===== src/rtl/adpll_seq.sv =====
// ADPLL sequencer: takes channel requests, walks adpll_ctr0 through reset, enable and lock
// acquisition with timeout, and serialises TX payload words onto data_mod at a fixed symbol rate.
module adpll_seq #(
  parameter int unsigned FCWW    = 26,
  parameter int unsigned RST_CYC = 4,
  parameter int unsigned LOCK_TO = 4096,
  parameter int unsigned SYM_CYC = 32,
  parameter int unsigned DATAW   = 8
) (
  input  logic             clk,
  input  logic             rst,
  input  logic             req_valid,
  output logic             req_ready,
  input  logic [FCWW-1:0]  req_fcw,
  input  logic [1:0]       req_mode,
  input  logic             stop,
  input  logic             channel_lock,
  output logic             adpll_rst,
  output logic             adpll_en,
  output logic [1:0]       adpll_mode,
  output logic [FCWW-1:0]  adpll_fcw,
  input  logic             tx_valid,
  input  logic [DATAW-1:0] tx_data,
  output logic             tx_ready,
  output logic             data_mod,
  output logic             busy,
  output logic             locked,
  output logic             lock_err
);

  localparam logic [1:0] ModePd   = 2'd0;
  localparam logic [1:0] ModeTest = 2'd1;
  localparam logic [1:0] ModeTx   = 2'd3;

  localparam int unsigned CntMax = (LOCK_TO > RST_CYC) ? LOCK_TO : RST_CYC;
  localparam int unsigned CntW   = $clog2(CntMax + 1);
  localparam int unsigned SymW   = $clog2(SYM_CYC + 1);
  localparam int unsigned BitW   = $clog2(DATAW + 1);

  localparam logic [CntW-1:0] RstLast  = CntW'(RST_CYC - 1);
  localparam logic [CntW-1:0] LockLast = CntW'(LOCK_TO - 1);
  localparam logic [SymW-1:0] SymLast  = SymW'(SYM_CYC - 1);
  localparam logic [BitW-1:0] BitsFull = BitW'(DATAW);

  typedef enum logic [2:0] {
    StIdle,
    StReset,
    StLock,
    StActive,
    StShutdown
  } state_e;

  state_e           state_q, state_d;
  logic [CntW-1:0]  cnt_q, cnt_d;
  logic [FCWW-1:0]  fcw_d;
  logic [1:0]       mode_d;
  logic             lock_err_d;
  logic             lock_ok;

  logic [DATAW-1:0] sh_q, sh_d;
  logic [BitW-1:0]  bits_q, bits_d;
  logic [SymW-1:0]  sym_q, sym_d;
  logic             data_mod_d;
  logic             tx_ready_d;

  // Session control
  always_comb begin
    state_d    = state_q;
    cnt_d      = '0;
    fcw_d      = adpll_fcw;
    mode_d     = adpll_mode;
    lock_err_d = lock_err;
    lock_ok    = (adpll_mode == ModeTest) || channel_lock;

    unique case (state_q)
      StIdle: begin
        if (req_valid && req_ready) begin
          fcw_d      = req_fcw;
          mode_d     = req_mode;
          lock_err_d = 1'b0;
          if (req_mode != ModePd) state_d = StReset;
        end
      end
      StReset: begin
        if (stop) begin
          state_d = StShutdown;
        end else if (cnt_q == RstLast) begin
          state_d = StLock;
        end else begin
          cnt_d = cnt_q + 1'b1;
        end
      end
      StLock: begin
        // A timeout still flags the error when stop arrives on the same cycle
        if (!lock_ok && (cnt_q == LockLast)) begin
          lock_err_d = 1'b1;
          state_d    = StShutdown;
        end else if (stop) begin
          state_d = StShutdown;
        end else if (lock_ok) begin
          state_d = StActive;
        end else begin
          cnt_d = cnt_q + 1'b1;
        end
      end
      StActive: begin
        if (stop) state_d = StShutdown;
      end
      StShutdown: state_d = StIdle;
      default:    state_d = StIdle;
    endcase
  end

  // TX serialiser; only live while the next state is ACTIVE in TX mode
  always_comb begin
    sh_d       = sh_q;
    bits_d     = bits_q;
    sym_d      = sym_q;
    data_mod_d = data_mod;

    if ((state_d != StActive) || (adpll_mode != ModeTx)) begin
      sh_d       = '0;
      bits_d     = '0;
      sym_d      = '0;
      data_mod_d = 1'b0;
    end else if (tx_valid && tx_ready) begin
      sh_d       = tx_data;
      bits_d     = BitsFull;
      sym_d      = '0;
      data_mod_d = tx_data[DATAW-1];
    end else if (bits_q != '0) begin
      if (sym_q == SymLast) begin
        sym_d = '0;
        if (bits_q == BitW'(1)) begin
          bits_d = '0;
        end else begin
          sh_d       = {sh_q[DATAW-2:0], 1'b0};
          bits_d     = bits_q - 1'b1;
          data_mod_d = sh_q[DATAW-2];
        end
      end else begin
        sym_d = sym_q + 1'b1;
      end
    end

    // Ready also in the last cycle of the final bit so the next word follows without a gap
    tx_ready_d = (state_d == StActive) && (adpll_mode == ModeTx) &&
                 ((bits_d == '0) || ((bits_d == BitW'(1)) && (sym_d == SymLast)));
  end

  always_ff @(posedge clk) begin
    if (rst) begin
      state_q    <= StIdle;
      cnt_q      <= '0;
      sh_q       <= '0;
      bits_q     <= '0;
      sym_q      <= '0;
      adpll_rst  <= 1'b0;
      adpll_en   <= 1'b0;
      adpll_mode <= '0;
      adpll_fcw  <= '0;
      data_mod   <= 1'b0;
      tx_ready   <= 1'b0;
      req_ready  <= 1'b1;
      busy       <= 1'b0;
      locked     <= 1'b0;
      lock_err   <= 1'b0;
    end else begin
      state_q    <= state_d;
      cnt_q      <= cnt_d;
      sh_q       <= sh_d;
      bits_q     <= bits_d;
      sym_q      <= sym_d;
      adpll_rst  <= (state_d == StReset);
      adpll_en   <= (state_d == StLock) || (state_d == StActive);
      adpll_mode <= mode_d;
      adpll_fcw  <= fcw_d;
      data_mod   <= data_mod_d;
      tx_ready   <= tx_ready_d;
      req_ready  <= (state_d == StIdle);
      busy       <= (state_d != StIdle);
      locked     <= (state_d == StActive);
      lock_err   <= lock_err_d;
    end
  end

endmodule


===== config.mk =====
export PLATFORM = sky130hd
export DESIGN_NAME = adpll_seq
export DESIGN_NICKNAME = d
export VERILOG_FILES = /design/src/rtl/adpll_seq.sv
export SDC_FILE = /design/constraint.sdc
export NUM_CORES = 1
export LEC_CHECK = 0
export BUFFER_PORTS_ARGS = -buffer_cell sky130_fd_sc_hd__buf_2
export CORE_ASPECT_RATIO = 0.6
export CORE_UTILIZATION = 30
export CTS_BUF_LIST = sky130_fd_sc_hd__clkbuf_8
export CTS_CLUSTER_SIZE = 20
export DETAILED_ROUTE_END_ITERATION = 8
export GPL_ROUTABILITY_DRIVEN = 1
export PLACE_DENSITY_LB_ADDON = 0.15
export SLEW_MARGIN = 25
export SYNTH_ARGS = -nofsm -noshare
export SYNTH_HDL_FRONTEND = slang
export SYNTH_SLANG_ARGS = --single-unit

===== constraint.sdc =====
create_clock -name clk -period 3.2 [get_ports clk]
set_clock_uncertainty 0.2 [all_clocks]
set_input_delay 0.48 -clock clk [delete_from_list [all_inputs] [get_ports clk]]
set_output_delay 0.48 -clock clk [all_outputs]
set_load 0.02 [all_outputs]

# Yosys cells after proc, flatten, opt, wreduce, memory -nomap -nowiden
# Cells that the tools add are included.
[op_classes]
add_sub_neg = 3
multipliers = 0
div = 0
magnitude_cmp = 0
n_eq_ne = 19
shift = 0
muxes = 35
bitwise = 0
n_reduce_logical = 24
[op_table]
columns = ["operator", "n"]
rows = [
  ["$mux 13", 5],
  ["$mux 7", 4],
  ["$pmux 13 s2", 1],
  ["$mux 3", 8],
  ["$mux 6", 4],
  ["$mux 4", 5],
  ["$add 13x1->13 const B", 1],
  ["$eq 13x12->1 const B", 1],
  ["$eq 13x2->1 const B", 1],
  ["$eq 3x2->1 const B", 4],
  ["$eq 6x5->1 const B", 2],
  ["$pmux 3 s4", 1],
  ["$eq 4x1->1 const B", 2],
  ["$ne 2x2->1 const B", 4],
  ["$reduce_bool 2->1", 4],
  ["$add 6x1->6 const B", 1],
  ["$eq 3x1->1 const B", 2],
  ["$logic_and 1x1->1", 6],
  ["$logic_not 3->1", 2],
  ["$mux 1", 6],
  ["$reduce_and 3->1", 2],
  ["$logic_not 4->1", 1],
  ["$logic_or 1x1->1", 4],
  ["$reduce_bool 4->1", 1],
  ["other kinds (9)", 9],
]
[totals]
register_bits = 69
latchBits = 0
ram_bits = 0
rom_bits = 0
inputBits = 42
out_inout_bits = 36
word_cells = 96
n_memories = 0

# Logic depth before layout (Yosys ltp)
[depth]
ltp_word = 13
depth_mapped = 8
ltp_nobuf = 7

# Worst setup path before layout
# OpenSTA, ideal clock, no wires.
[synth_timing]
kind = "flip-flop to flip-flop"
from = "register bits_q[0]"
to = "register tx_ready"
setup_time_ns = 0.103
arrival_ns = 1.732
required_ns = 2.897
path_slack_ns = 1.165
stages_incl_launch_ff = 9
n_path_buf = 1
synth_period_minus_slack_ns = 2.035
cell_sequence = "dfxtp_1 -> inv_1 -> ha_1 -> or3b_1 -> buf_6 -> nand2b_1 -> o32ai_2 -> o2111ai_1 -> a2111oi_2"
[synth_between]
elab_chain_cells = 10
elab_cells_between_ends = 17
classes_between = "add/sub: 1; eq/ne: 3; mux: 8; reduce/logical: 5"
[synth_lines]
columns = ["item", "line", "text"]
rows = [
  ["start, declared", "61", "logic [BitW-1:0] bits_q, bits_d;"],
  ["start signal, assigned", "172", "bits_q <= bits_d;"],
  ["$sub 4x1->4 or $eq 4x1->1 (tied branches)", "138, 134", ""],
  ["$mux 4", "134", "if (bits_q == BitW'(1)) begin"],
  ["$mux 4", "132", "if (sym_q == SymLast) begin"],
  ["$mux 4", "131", "end else if (bits_q != '0) begin"],
  ["$mux 4", "126", "end else if (tx_valid && tx_ready) begin"],
  ["$mux 4", "121", "if ((state_d != StActive) || (adpll_mode != ModeTx)) begin"],
  ["$eq 4x1->1", "148", "((bits_d == '0) || ((bits_d == BitW'(1)) && (sym_d == SymLast)));"],
  ["$logic_and 1x1->1", "148", ""],
  ["$logic_or 1x1->1 *", "148", ""],
  ["$logic_and 1x1->1 *", "147", "tx_ready_d = (state_d == StActive) && (adpll_mode == ModeTx) &&"],
  ["end signal, assigned", "179", "tx_ready <= tx_ready_d;"],
  ["end, declared", "24", "output logic tx_ready,"],
]
# Mark *: on every way between the ends. The rest lies on a longest branch, timed or not.
# A chain may end at the register's enable or synchronous reset.

# Worst setup path after layout
# Ends and elaborated chain as after synthesis.

==> summary.txt <==
Run status
  – Status: complete, no violations

Route
  – First-iteration detailed-routing DRC count: 157
  – Via-per-instance ratio: around 4.5
  – Total length of routed wires: between 6 and 7 mm
  – Remaining routing DRC violations: 0
  – Via count: roughly 2,500
  – Number of iterations in the first detailed-routing pass: 4
  – ANT nets after route: 0
  – Avg WL per Cell: about 13 um

Die
  – Floorplan die width: roughly 130 um
  – Core area: approximately 9400 um2
  – Die Span Y: between 70 and 80 um
  – Number of rows in the core area: 27
  – Effective utilization at floorplan: between 30% and 40%
  – Die footprint: 10,300 um2
  – Io pins: 78

GRT
  – Wire length of the first global-routing pass: roughly 12 mm
  – Vias in the first global route: 2,291
  – Number of antenna violations at the first check in global routing: 0
  – Global Route Usage Sum: between 10% and 20%
  – Overall overflow remaining after global route: 0
  – Pin count of the biggest net entering global routing: 41

Timing
  – Final hold violations: 0
  – Slew of the pin with the lowest slew margin: ~0.73 ns
  – Worst slew margin: 51.4%
  – Achievable clock frequency: 406 MHz
  – Number of setup violations in the final report: 0
  – Final critical-path share of the clock period: between 70% and 80%
  – Worst Hold Slack: roughly 0.17 ns
  – Minimum clock period after layout: around 2.5 ns
  – Max-slew violation count: 0
  – Final-layout setup total negative slack: 0 ns
  – Unrepaired setup endpoints after global routing: no

Final layout
  – Antenna cells: 0
  – Fraction of final layout cells with drive strength greater than 1: 24.5%
  – Final non-filler cell area: 3670 um2
  – Final nets: 468
  – Signed area change from the synthesized netlist to the final layout: 24.2%

Clocking
  – # H-tree levels: 3
  – CTS clock-pin slew for the worst setup and hold paths: about 0.080 ns
  – Cells resized by post-CTS repair: 0
  – Root buffer cell: clkbuf_8
  – TritonCTS Buffers: 9
  – Largest buffer count on any clock path: 2
  – Post-CTS Repair Setup Buffers: 0
  – CTS sink count: 69
  – Clk Latency, worst-skew pair: roughly 0.35 ns
  – CTS tree: yes
  – Post-cts hold buffer count: 0

Synth
  – Post-synthesis sequential area ratio: approximately 47%
  – Fraction of registers with async set/reset: 0%
  – Most common cell in the synthesized netlist: dfxtp_1
  – Synthesized instance count: roughly 350
  – Synth warn: 0
  – Top cell types by occurrence after synthesis: dfxtp_1, nand2_1, nor2_1, a21oi_1, nand3_1
  – Synth Flop Type: dfxtp_1
  – EDFF count, synth: 0
  – Count of cell types in the netlist: 46
  – Netlist area before placement: between 2000 and 3000 um2
  – Syn avg cell area: 8.52 um2
  – Area fraction of the dominant cell type after synthesis: a little under half
  – Post-synthesis cell type with the largest combined area: dfxtp_1
  – Largest cells by area after synthesis: dfxtp_1, nand2_1, a21oi_1
  – Flip-flop and latch count after synthesis: 69
  – Syn Nets: 395

Power
  – Static Leakage: around 1.5 nW
  – Maximum ir drop on the vdd rail: ~220 uV
  – Power Dens Cells: 520 nW/um2

Placed design
  – Global placement routability congestion: 0.818
  – Half-perimeter wire length after detailed placement: 5.04 mm
  – Cell Area, Placed: about 3400 um2
  – Port-buffer cells: slightly below 80

Critical path
  – Worst r2r dst: tx_ready
  – Worst reg2reg startpoint: bits_q[0]
  – CP Max Fanout: 8
  – WP data arrival: between 2 and 3 ns
  – Required @ worst endpoint: around 3.2 ns
  – WS Path Type: reg2reg
  – Cell depth of the worst flop-to-flop path: 7
  – Setup crit start kind: flop
  – Internal reg-to-reg setup slack: around 0.74 ns
  – Worst Setup End Kind: flop

Min path
  – Instance count along the most critical hold path: 3
  – Hold endpoint: adpll_fcw[4]
  – Type of the most critical hold path: in2reg
  – Launch instance of the worst min-delay path: req_fcw[4]

Job
  – Reported max-cap violation count: 0
==> metrics by stage <==
step           total power (W)  std cells  worst slack [ns]  utilization, %
5_1_grt                0.00200        555             0.592            39.3
3_3_place_gp           0.00111        539             0.913            36.8
3_5_place_dp           0.00111        539             0.861            36.8
2_1_floorplan          0.00103        347              1.16               -
4_1_cts                0.00194        555             0.787            39.3
6_report               0.00191        555             0.736            39.3
==> state kept, by name (all words and copies together), names as in the netlist, 2 cells and up <==
register,cells
adpll_fcw,26
cnt_q,13
sh_q,7
sym_q,6
bits_q,4
state_q,3
adpll_mode,2
==> worst max-delay path, stage by stage (launching register included) <==
cell,delay [ns]
dfxtp_1,0.38
inv_1,0.09
ha_1,0.23
or3b_1,0.38
nand2_1,0.14
o311ai_1,0.35
o2111ai_1,0.20
a2111oi_2,0.39
==> metal layers <==
metal	wire length [um]	up-vias	track usage [%]
met5	0	-	0
met4	45	0	4.53
met3	380	5	6.00
met2	2840	50	19.0
met1	3720	1122	21.3
li1	-	1342	-
==> layout by cell type, fill, tap and decap left out, types with 3 or more instances in the layout <==
master,n
mux2i_1,8
and2_1,4
nor2_1,41
xnor2_1,6
nand3_1,13
a31oi_1,3
clkbuf_8,11
nand2b_1,3
dfxtp_1,69
buf_2,77
ha_1,6
nand4_1,5
xor2_1,10
nor4_1,5
nand2_1,66
nor2b_1,4
a21oi_1,32
nor3_1,6
a211oi_1,8
inv_1,10
==> how the worst max path moves through the flow <==
stage               from        to  slack (ns)
6_report       bits_q[0]  tx_ready        0.74
4_1_cts        bits_q[1]  tx_ready        0.79
5_1_grt        bits_q[0]  tx_ready        0.59
2_1_floorplan  bits_q[0]  tx_ready        1.16
3_5_place_dp   bits_q[1]  tx_ready        0.86
3_3_place_gp   bits_q[0]  tx_ready        0.91
==> kinds of logic after synthesis <==
family | share of synthesized area (%)
and+or+nand+nor | 25.9
DFF | 46.7
AOI/OAI and AO/OA | 13.3
buffers and inverters | 4.06
xor gates and xnor gates | 4.74
muxes | 2.71
adders and majority gates | 2.54
==> final cells by class <==
class                           instances  area (um2)
Fill cell                             999        5680
Multi-Input combinational cell        251        1460
Sequential cell                        69        1380
Timing Repair Buffer                   79         400
Tap cell                              130         163
Clock buffer                           11         151
Clock inverter                          5        81.3
Inverter                               10        37.5
==> report_power, final <==
part           leakage (nW)  internal, W  switching, W  total, W
combinational         0.845    0.0000648      0.000117  0.000182
clock                 0.116     0.000483      0.000338  0.000821
sequential            0.561     0.000890     0.0000165  0.000906
total                  1.52      0.00144      0.000472   0.00191
Power figures use the tool's default switching activity.
